<file path="src/rtl/operand_loader.sv">
// Operand loader: requests an instruction, resolves its addressing mode
// (including zero-page indirect pointers) and presents opcode, operand and effective address.
module operand_loader #(
  parameter int REG_WIDTH  = 8,
  parameter int ADDR_WIDTH = 16
) (
  input  logic                  clk,
  input  logic                  reset_n,
  input  logic                  instruction_ready,
  input  logic [REG_WIDTH-1:0]  instruction_in,
  input  logic [ADDR_WIDTH-1:0] addr_in,
  input  logic [REG_WIDTH-1:0]  y_in,
  input  logic [REG_WIDTH-1:0]  data_in,
  input  logic                  op_ready,
  output logic                  get_next,
  output logic                  mem_rd,
  output logic [ADDR_WIDTH-1:0] mem_addr,
  output logic                  op_valid,
  output logic [REG_WIDTH-1:0]  opcode_out,
  output logic [REG_WIDTH-1:0]  operand_out,
  output logic [ADDR_WIDTH-1:0] ea_out
);

  // state   | meaning
  // IDLE/REQ/ARM | start, get_next pulse, settle     WAIT    | accept instruction
  // PTR_LO/HI    | read pointer bytes                PTR_CAP | form pointer EA
  // OP_RD/OP_CAP | read operand, capture it          PRESENT | hold outputs for execute
  typedef enum logic [3:0] {
    IDLE, REQ, ARM, WAIT, PTR_LO, PTR_HI, PTR_CAP, OP_RD, OP_CAP, PRESENT
  } state_t;

  localparam logic [2:0] MODE_ZPX_IND = 3'b000;
  localparam logic [2:0] MODE_IMM     = 3'b010;
  localparam logic [2:0] MODE_IND_Y   = 3'b100;

  state_t                state_q;
  logic                  get_next_q, mem_rd_q, op_valid_q;
  logic [ADDR_WIDTH-1:0] mem_addr_q, ea_q;
  logic [REG_WIDTH-1:0]  opcode_q, operand_q, lo_q;

  logic [2:0]            mode_in_d;
  logic                  store_in_d, ptr_in_d, store_q_d;
  logic [REG_WIDTH-1:0]  ptr_inc_d;
  logic [ADDR_WIDTH-1:0] y_term_d, ptr_ea_d;

  assign mode_in_d  = instruction_in[4:2];
  assign store_in_d = (instruction_in[7:5] == 3'b100);
  assign ptr_in_d   = (mode_in_d == MODE_ZPX_IND) || (mode_in_d == MODE_IND_Y);
  assign store_q_d  = (opcode_q[7:5] == 3'b100);

  // Pointer high byte wraps within zero page; the sum with Y wraps at 16 bits.
  assign ptr_inc_d  = ea_q[REG_WIDTH-1:0] + REG_WIDTH'(1);
  assign y_term_d   = (opcode_q[4:2] == MODE_IND_Y) ? ADDR_WIDTH'(y_in) : '0;
  assign ptr_ea_d   = ADDR_WIDTH'({data_in, lo_q}) + y_term_d;

  always_ff @(posedge clk or negedge reset_n) begin
    if (!reset_n) begin
      state_q    <= IDLE;
      get_next_q <= 1'b0;
      mem_rd_q   <= 1'b0;
      op_valid_q <= 1'b0;
      mem_addr_q <= '0;
      ea_q       <= '0;
      opcode_q   <= '0;
      operand_q  <= '0;
      lo_q       <= '0;
    end else begin
      get_next_q <= 1'b0;
      mem_rd_q   <= 1'b0;
      case (state_q)
        IDLE: begin
          state_q    <= REQ;
          get_next_q <= 1'b1;
        end
        REQ:  state_q <= ARM;
        ARM:  state_q <= WAIT;
        WAIT: begin
          if (instruction_ready) begin
            opcode_q  <= instruction_in;
            ea_q      <= addr_in;
            operand_q <= '0;
            if (mode_in_d == MODE_IMM) begin
              operand_q  <= addr_in[REG_WIDTH-1:0];
              op_valid_q <= 1'b1;
              state_q    <= PRESENT;
            end else if (ptr_in_d) begin
              mem_rd_q   <= 1'b1;
              mem_addr_q <= ADDR_WIDTH'(addr_in[REG_WIDTH-1:0]);
              state_q    <= PTR_LO;
            end else if (store_in_d) begin
              op_valid_q <= 1'b1;
              state_q    <= PRESENT;
            end else begin
              mem_rd_q   <= 1'b1;
              mem_addr_q <= addr_in;
              state_q    <= OP_RD;
            end
          end
        end
        PTR_LO: begin
          mem_rd_q   <= 1'b1;
          mem_addr_q <= ADDR_WIDTH'(ptr_inc_d);
          state_q    <= PTR_HI;
        end
        PTR_HI: begin
          lo_q    <= data_in;
          state_q <= PTR_CAP;
        end
        PTR_CAP: begin
          ea_q <= ptr_ea_d;
          if (store_q_d) begin
            op_valid_q <= 1'b1;
            state_q    <= PRESENT;
          end else begin
            mem_rd_q   <= 1'b1;
            mem_addr_q <= ptr_ea_d;
            state_q    <= OP_RD;
          end
        end
        OP_RD: state_q <= OP_CAP;
        OP_CAP: begin
          operand_q  <= data_in;
          op_valid_q <= 1'b1;
          state_q    <= PRESENT;
        end
        PRESENT: begin
          if (op_ready) begin
            op_valid_q <= 1'b0;
            get_next_q <= 1'b1;
            state_q    <= REQ;
          end
        end
        default: begin
          op_valid_q <= 1'b0;
          state_q    <= IDLE;
        end
      endcase
    end
  end

  assign get_next    = get_next_q;
  assign mem_rd      = mem_rd_q;
  assign mem_addr    = mem_addr_q;
  assign op_valid    = op_valid_q;
  assign opcode_out  = opcode_q;
  assign operand_out = operand_q;
  assign ea_out      = ea_q;

endmodule

</file>
<file path="config.mk">
export PLATFORM = sky130hd
export DESIGN_NAME = operand_loader
export DESIGN_NICKNAME = d
export VERILOG_FILES = /design/src/rtl/operand_loader.sv
export SDC_FILE = /design/constraint.sdc
export NUM_CORES = 1
export LEC_CHECK = 0
export ABC_AREA = 1
export CELL_PAD_IN_SITES_DETAIL_PLACEMENT = 0
export CELL_PAD_IN_SITES_GLOBAL_PLACEMENT = 2
export CORE_MARGIN = 8
export CORE_UTILIZATION = 35
export CTS_CLUSTER_SIZE = 28
export DETAILED_ROUTE_END_ITERATION = 8
export DONT_BUFFER_PORTS = 1
export GPL_TIMING_DRIVEN = 0
export MAX_ROUTING_LAYER = met4
export PLACE_DENSITY_LB_ADDON = 0.3
export SLEW_MARGIN = 10
export SYNTH_ARGS = -nofsm -noshare
export SYNTH_HDL_FRONTEND = slang
export SYNTH_SLANG_ARGS = --single-unit
</file>
<file path="constraint.sdc">
create_clock -name clk -period 2.59 [get_ports clk]
set_input_delay 0.518 -clock clk [delete_from_list [all_inputs] [get_ports clk]]
set_output_delay 0.518 -clock clk [all_outputs]
set_load 0.005 [all_outputs]
</file>
==> metrics.md, run 1 <==
| Metric | Value |
|---|---|
| NetSw | `between 2 and 2.5 mW` |
| Yosys cell types | `between 40 and 50` |
| Area leader, netlist | `dfrtp_1` |
| Least-Margin Pin Slew | `between 0.5 and 0.6 ns` |
| PortBufs | `0` |
| Final GP Congestion | `0.860` |
| DRC | `0` |
| Drt first pass iters | `4` |
| CP arrival | `~2.7 ns` |
| Cells after Synth | `approximately 520` |
| Layout Skew | `0.0127 ns` |
| Critical Path End Type | `flip-flop` |
| Core box area | `0.0107 mm^2` |
| CP most frequent cell | `nand2_1` |
| Post-placement cell area | `~0.004 mm^2` |
| Vias/cell | `5.12` |
| H-tree levels | `3` |
| Drt first-iter violations | `approximately 210` |
| CP bufs+invs | `1` |
| Longest Clk Path Bufs | `2` |
| Sw Share | `0.447` |
| Combinational Power Share | `0.421` |
| Width of the chip | `~120 um` |
| Post-route ant nets | `0` |
| Site row count | `38` |
| Top post-synthesis cells by area | `dfrtp_1 42%, nand2_1 14%, inv_1 6.5%, nand3_1 5.7%, nor2_1 5.6%` |
| Post-route cell area | `0.00426 mm^2` |
| Total Power | `slightly below 5 mW` |
| Share of cells above drive strength 1 | `0.120` |
| Max Freq | `roughly 410 MHz` |
| CTS sink cnt | `63` |
| Final min period | `roughly 2.5 ns` |
| Share of the synthesized area in the top cell type | `0.417` |
| Pin count of the biggest net entering global routing | `64` |
| Sequential cell area fraction in the yosys report | `0.417` |
| Clk root buf | `clkbuf_8` |
| Syn Nets | `between 500 and 600` |
| Most common cell after layout, fill and taps aside | `nand2_1` |
| Setup violators final | `0` |
| Max-slew violation count | `0` |
| Crit-path slowest cell | `dfrtp_2` |
| Max rail drop VDD | `between 400 and 500 uV` |
| Number of fill cells | `1148` |
| Final Net Count | `between 500 and 600` |
| Status | `finished clean` |
| Setup Crit Path Kind | `reg -> reg` |
| Final Cycle Share | `0.947` |
| CP Max Fanout | `7` |
| # Max-Cap Violations | `0` |
| Post-Syn Area per Cell | `between 7 and 8 um^2` |
| Clock transition at the registers of the reported paths | `0.08 ns` |
| Yosys Warn Count | `0` |
| Internal Power | `2.71 mW` |
| Hold Slack | `0.0386 ns` |
| CTS tree | `yes` |
| Sequential share of power | `0.398` |
| Setup TNS | `0 ns` |
| Worst setup margin | `around 0.14 ns` |
| Initial Util | `0.353` |
| Number of global-route vias before repair | `roughly 3.6k` |
| Clock share of power | `0.181` |
| Initial antenna violation count | `0` |
| Total routed wirelength | `12.6 mm` |
| Crit path largest cell delay | `0.44 ns` |
| Slew HR | `0.649` |
| Die height | `120 um` |
| Grt ovf | `0` |
| Worst slack, placed | `-0.496 ns` |
| First-pass GRT wire length | `roughly 20 mm` |
| Yosys reg bits | `63` |
| Crit path required time | `2.86 ns` |
| I/O Pins | `95` |
| Via count | `3442` |
| WL/cell | `about 19 um` |
| Antenna cell count | `0` |
| Startpoint Class | `flip-flop` |
| Pwr/cell area | `1150 mW/mm^2` |
| Worst hold-check path type | `in -> async` |
| Leak Pwr | `~2.1 nW` |
| Endpoints failing hold | `0` |
| Area Growth Syn to Fin | `12.6%` |
| Commonest cells after routing, fill and taps aside | `140 x nand2_1, 65 x inv_1, 61 x dfrtp_1` |
| Critical Path, Cell by Cell | `nor2_2 -> nand2_2 -> nor2_2 -> ha_2 -> inv_1 -> fa_2 -> o21ai_4 -> nand2_1 -> nand2_2 -> nand2_1 -> nand2_1 -> nand3_1 -> a21oi_1` |
| Total track usage | `0.185` |
| Clock latency on the worst-skew pair | `between 0.3 and 0.4 ns` |
| Hpwl dp | `between 9 and 10 mm` |
| RSZ-0062 raised after global routing | `false` |
| Post-Syn Area | `between 0.003 and 0.004 mm^2` |
| CTS buffer count | `9` |
| Largest delay share family, worst path | `simple AND/OR/NAND/NOR gates` |
| Die ar. | `roughly 0.014 mm^2` |
path summary, 6_finish.rpt:
check	startpoint	endpoint	slack (ns)	cells after the start
max in group asynchronous	reset_n	ea_out[2]	2.26	1
min in group clk	instruction_in[0]	opcode_out[0]	0.29	2
max	opcode_out[3]	mem_addr[14]	0.14	13
min reg2reg	lo_q[5]	lo_q[5]	0.50	2
min	reset_n	state_q[3]	0.04	1
max reg2reg	opcode_out[3]	mem_addr[14]	0.14	13
cell families after synthesis:
family	after synthesis	synth area share
buffers and inverters	79	0.0861
AND/OR/NAND/NOR	274	0.324
AO/OA/AOI/OAI	88	0.135
flip-flops	63	0.417
adder cells (fa/ha/maj)	10	0.0351
XOR/XNOR	1	0.00232
power groups by stage:
stage	registers (mW)	clock network, mW	logic (mW)
after floorplan	1.79	0	1.56
after global placement	1.97	0	1.95
after detailed placement	1.98	0	1.98
after CTS	1.96	0.906	2.04
after global routing	2.02	0.934	2.38
final	1.95	0.886	2.06
state kept, by name, summed over array words and instances (netlist names):
signal / count
ea_out: 16
get_next: 1
lo_q: 8
mem_addr: 16
mem_rd: 1
op_valid: 1
opcode_out: 8
operand_out: 8
state_q: 4
final cells by class:
type	count	area [um^2]	share of cell area
flip-flops and latches	63	1580	0.371
multi-input cells	373	1940	0.457
clock buffers	12	155	0.0365
repair buffers	2	35.0	0.00823
clock inverters	3	42.5	0.0100
well taps	140	175	0.0412
inverters	69	262	0.0615
plain buffers	10	63.8	0.0150
cell usage after synthesis, drive strengths merged:
| library cell | instances |
|---|---|
| a21oi | 26 |
| or2 | 3 |
| inv | 69 |
| nor2 | 66 |
| xor2 | 1 |
| o221ai | 3 |
| ha | 9 |
| clkbuf | 4 |
| o2111ai | 1 |
| dfrtp | 63 |
| o21a | 2 |
| o211ai | 7 |
| a22oi | 5 |
| a31oi | 1 |
| a32o | 1 |
| o21ai | 41 |
| o21bai | 1 |
| nor3 | 5 |
| fa | 1 |
| nand3b | 3 |
| nand4 | 6 |
| nand2 | 145 |
| buf | 6 |
| nor4 | 1 |
| nand3 | 45 |
metrics by stage:
| step | std cells | util |
|---|---|---|
| floorplan | 515 | - |
| global placement | 655 | 0.370 |
| detailed placement | 655 | 0.370 |
| CTS | 672 | 0.393 |
| global route | 672 | 0.398 |
| finish | 672 | 0.398 |
routing by layer:
layer | share of wire | track usage
met5 | 0 | -
met4 | 0.015 | 0.0414
met3 | 0.079 | 0.0629
met2 | 0.49 | 0.304
met1 | 0.41 | 0.216
what timing repair did:
action,CTS,global route
pin swaps,1,2
setup endpoints to repair,12,15
hold buffers,1,0
cloned,0,0
setup buffers,1,0
hold endpoints to repair,63,0
gates resized for setup,5,15
Power figures use the tool's default switching activity.
==> inputs of run 2 (changes only) <==
--- a/config.mk
+++ b/config.mk
@@ -6,13 +6,13 @@
 export NUM_CORES = 1
 export LEC_CHECK = 0
 export ABC_AREA = 1
+export BUFFER_PORTS_ARGS = -buffer_cell sky130_fd_sc_hd__buf_2
 export CELL_PAD_IN_SITES_DETAIL_PLACEMENT = 0
 export CELL_PAD_IN_SITES_GLOBAL_PLACEMENT = 2
 export CORE_MARGIN = 8
-export CORE_UTILIZATION = 35
+export CORE_UTILIZATION = 23
 export CTS_CLUSTER_SIZE = 28
 export DETAILED_ROUTE_END_ITERATION = 8
-export DONT_BUFFER_PORTS = 1
 export GPL_TIMING_DRIVEN = 0
 export MAX_ROUTING_LAYER = met4
 export PLACE_DENSITY_LB_ADDON = 0.3
==> constraint.sdc (replaced) <==
create_clock -name clk -period 2.59 [get_ports clk]
set_input_delay 0.518 -clock clk [delete_from_list [all_inputs] [get_ports clk]]
set_output_delay 0.518 -clock clk [all_outputs]
set_load 0.02 [all_outputs]
==> run 2 against run 1 <==
  * Via count increased by 11%
  * Sequential cell count stayed put
  * Hold slack got worse by 0.025 ns
  * Sequential power down 7%
  * Count of clock-buffer cells in the layout decreased by 2
  * Critical path type unchanged
  * Critical endpoint unchanged
==> metrics.md, run 2 (same netlist as run 1, synthesis figures left out) <==
| Metric | Value |
|---|---|
| Max rail drop VDD | `368 uV (was 410 uV)` |
| WL/cell | `17.1 um (was 18.7 um)` |
| Worst R2R Setup Slack | `0.19 ns (was 0.14 ns)` |
| CP arrival | `2.67 ns (was 2.72 ns)` |
| Initial antenna violation count | `1 (was 0)` |
| Post-Layout Cell Count | `849 (was 672)` |
| Share of cells above drive strength 1 | `0.253 (was 0.120)` |
| Final Net Count | `677 (was 582)` |
| Number of global-route vias before repair | `3886 (was 3569)` |
| Final core occ | `0.302 (was 0.398)` |
| Final Cycle Share | `0.929 (was 0.947)` |
| Clock latency on the worst-skew pair | `0.34 ns (about the same)` |
| DRC | `0 (unchanged)` |
| Pwr/cell area | `1230 mW/mm^2 (was 1150 mW/mm^2)` |
| Site row count | `47 (was 38)` |
| Setup TNS | `0 ns (unchanged)` |
| Drt first-iter violations | `173 (was 209)` |
| Initial Util | `0.231 (was 0.353)` |
| Grt ovf | `0 (unchanged)` |
| R2r startpoint | `opcode_out[3] (unchanged)` |
| Status | `finished clean (unchanged)` |
| Cells after DPL | `830 (was 655)` |
| H-tree levels | `3 (unchanged)` |
| Area Growth Syn to Fin | `30.4% (was 12.6%)` |
| Clock transition at the registers of the reported paths | `0.06 ns (was 0.08 ns)` |
| Slew HR | `0.606 (was 0.649)` |
| Longest Clk Path Bufs | `2 (unchanged)` |
| CTS tree | `yes (unchanged)` |
| Core box area | `0.0163 mm^2 (was 0.0107 mm^2)` |
| Total track usage | `0.150 (was 0.185)` |
| Width of the chip | `144 um (was 120 um)` |
| Leak Pwr | `2.57 nW (was 2.13 nW)` |
| Crit path required time | `2.85 ns (was 2.86 ns)` |
| Final min period | `2.40 ns (was 2.45 ns)` |
| Commonest cells after routing, fill and taps aside | `140 x nand2_1, 95 x buf_2, 65 x inv_1 (was 140 x nand2_1, 65 x inv_1, 61 x dfrtp_1)` |
| # Max-Cap Violations | `0 (unchanged)` |
| Vias/cell | `4.49 (was 5.12)` |
| Die ar. | `0.0208 mm^2 (was 0.0144 mm^2)` |
| Critical Path End Type | `flip-flop (unchanged)` |
| Hpwl dp | `11.5 mm (was 9.98 mm)` |
| RSZ-0062 raised after global routing | `true (was false)` |
| Max-slew violation count | `0 (unchanged)` |
| Startpoint Class | `flip-flop (unchanged)` |
| Max Freq | `416 MHz (was 408 MHz)` |
| First-pass GRT wire length | `22.5 mm (was 20.1 mm)` |
| CTS sink cnt | `63 (unchanged)` |
| Setup Crit Path Kind | `reg -> reg (unchanged)` |
| CTS Hold Buffers Added | `0 (was 1)` |
| Final GP Congestion | `0.832 (was 0.860)` |
| Total Power | `6.08 mW (was 4.89 mW)` |
| Most common cell after layout, fill and taps aside | `nand2_1 (unchanged)` |
| Pin count of the biggest net entering global routing | `55 (was 64)` |
| Reg2reg path depth | `13 (unchanged)` |
| Die height | `144 um (was 120 um)` |
| I/O Pins | `95 (unchanged)` |
| Drt first pass iters | `4 (unchanged)` |
| Via count | `3814 (was 3442)` |
| Total routed wirelength | `14.5 mm (was 12.6 mm)` |
| PortBufs | `94 (was 0)` |
| Hold Slack | `0.0139 ns (was 0.0386 ns)` |
| Worst hold-check path type | `in -> async (unchanged)` |
| Reg2reg end | `mem_addr[14] (unchanged)` |
| Least-Margin Pin Slew | `0.591 ns (was 0.527 ns)` |
| Clk root buf | `clkbuf_16 (was clkbuf_8)` |
| Setup violators final | `0 (unchanged)` |
| Layout Skew | `0.00714 ns (was 0.0127 ns)` |
| Post-route ant nets | `0 (unchanged)` |
| CP Max Fanout | `7 (unchanged)` |
| CTS buffer count | `9 (unchanged)` |
| Endpoints failing hold | `0 (unchanged)` |
[run 2: cell types whose count changed in the layout (fill, tap and decap cells not counted), moves of 2 or more]
cell / delta
dfrtp_1: +2
dfrtp_2: -2
buf_2: +93
clkbuf_16: +9
clkinv_2: +2
buf_4: +2
clkbuf_8: -11
[run 2: final cells by class]
type / count / area [um^2]
Tap cell: 220 / 275
Clock inverter: 6 / 61.3
Timing Repair Buffer: 97 / 515
Sequential cell: 63 / 1580
Clock buffer: 10 / 229
Multi-Input combinational cell: 373 / 1940
Fill cell: 1869 / 11400
Inverter: 69 / 262
Buffer: 10 / 63.8
Antenna cell: 1 / 2.50
[run 2: per-stage QoR]
step,cell area (um^2),worst slack (ns)
finish,4930,0.185
global route,4930,-0.0487
CTS,4870,0.0322
detailed placement,4560,-0.548
global placement,4530,-0.616
floorplan,3780,0.202
[run 2: worst max path at each step]
stage,slack (ns),end,startpoint,cells past startpoint
after floorplan,0.20,ea_out[10],opcode_out[3],13
after global placement,-0.62,ea_out[14],opcode_out[3],13
after detailed placement,-0.55,mem_addr[14],opcode_out[3],13
after CTS,0.03,mem_addr[12],opcode_out[3],13
after global routing,-0.05,mem_addr[14],opcode_out[3],13
final,0.19,mem_addr[14],opcode_out[3],13
[run 2: power breakdown]
group / switching, mW / total [mW] / internal (mW)
registers: 0.347 / 1.81 / 1.46
clock network: 0.480 / 1.22 / 0.742
logic: 2.02 / 3.04 / 1.03
[run 2: repair_timing]
action                                 CTS  global route
endpoints found under the hold margin    0             0
setup endpoints to repair               12            20
resized for setup                        5            14
pin swaps                                2             1
setup buffers                            2             0
[run 2: worst max-delay path: stages, from the launching register on]
cell	delay (ns)
dfrtp_1	0.42
nor2_2	0.15
nand2_2	0.11
nor2_1	0.16
ha_2	0.22
inv_1	0.05
fa_2	0.37
o21ai_2	0.16
nand2_1	0.14
nand2_4	0.12
nand2_1	0.05
nand2_1	0.07
nand3_2	0.12
a21oi_1	0.17
[run 2: routing by layer]
| metal | vias to the layer above | global-route usage | part of all wire |
|---|---|---|---|
| met1 | 1826 | 0.187 | 0.45 |
| met2 | 76 | 0.237 | 0.48 |
| li1 | 1894 | - | - |
| met4 | 0 | 0.0613 | 0.025 |
| met5 | - | - | 0 |
| met3 | 18 | 0.0244 | 0.039 |
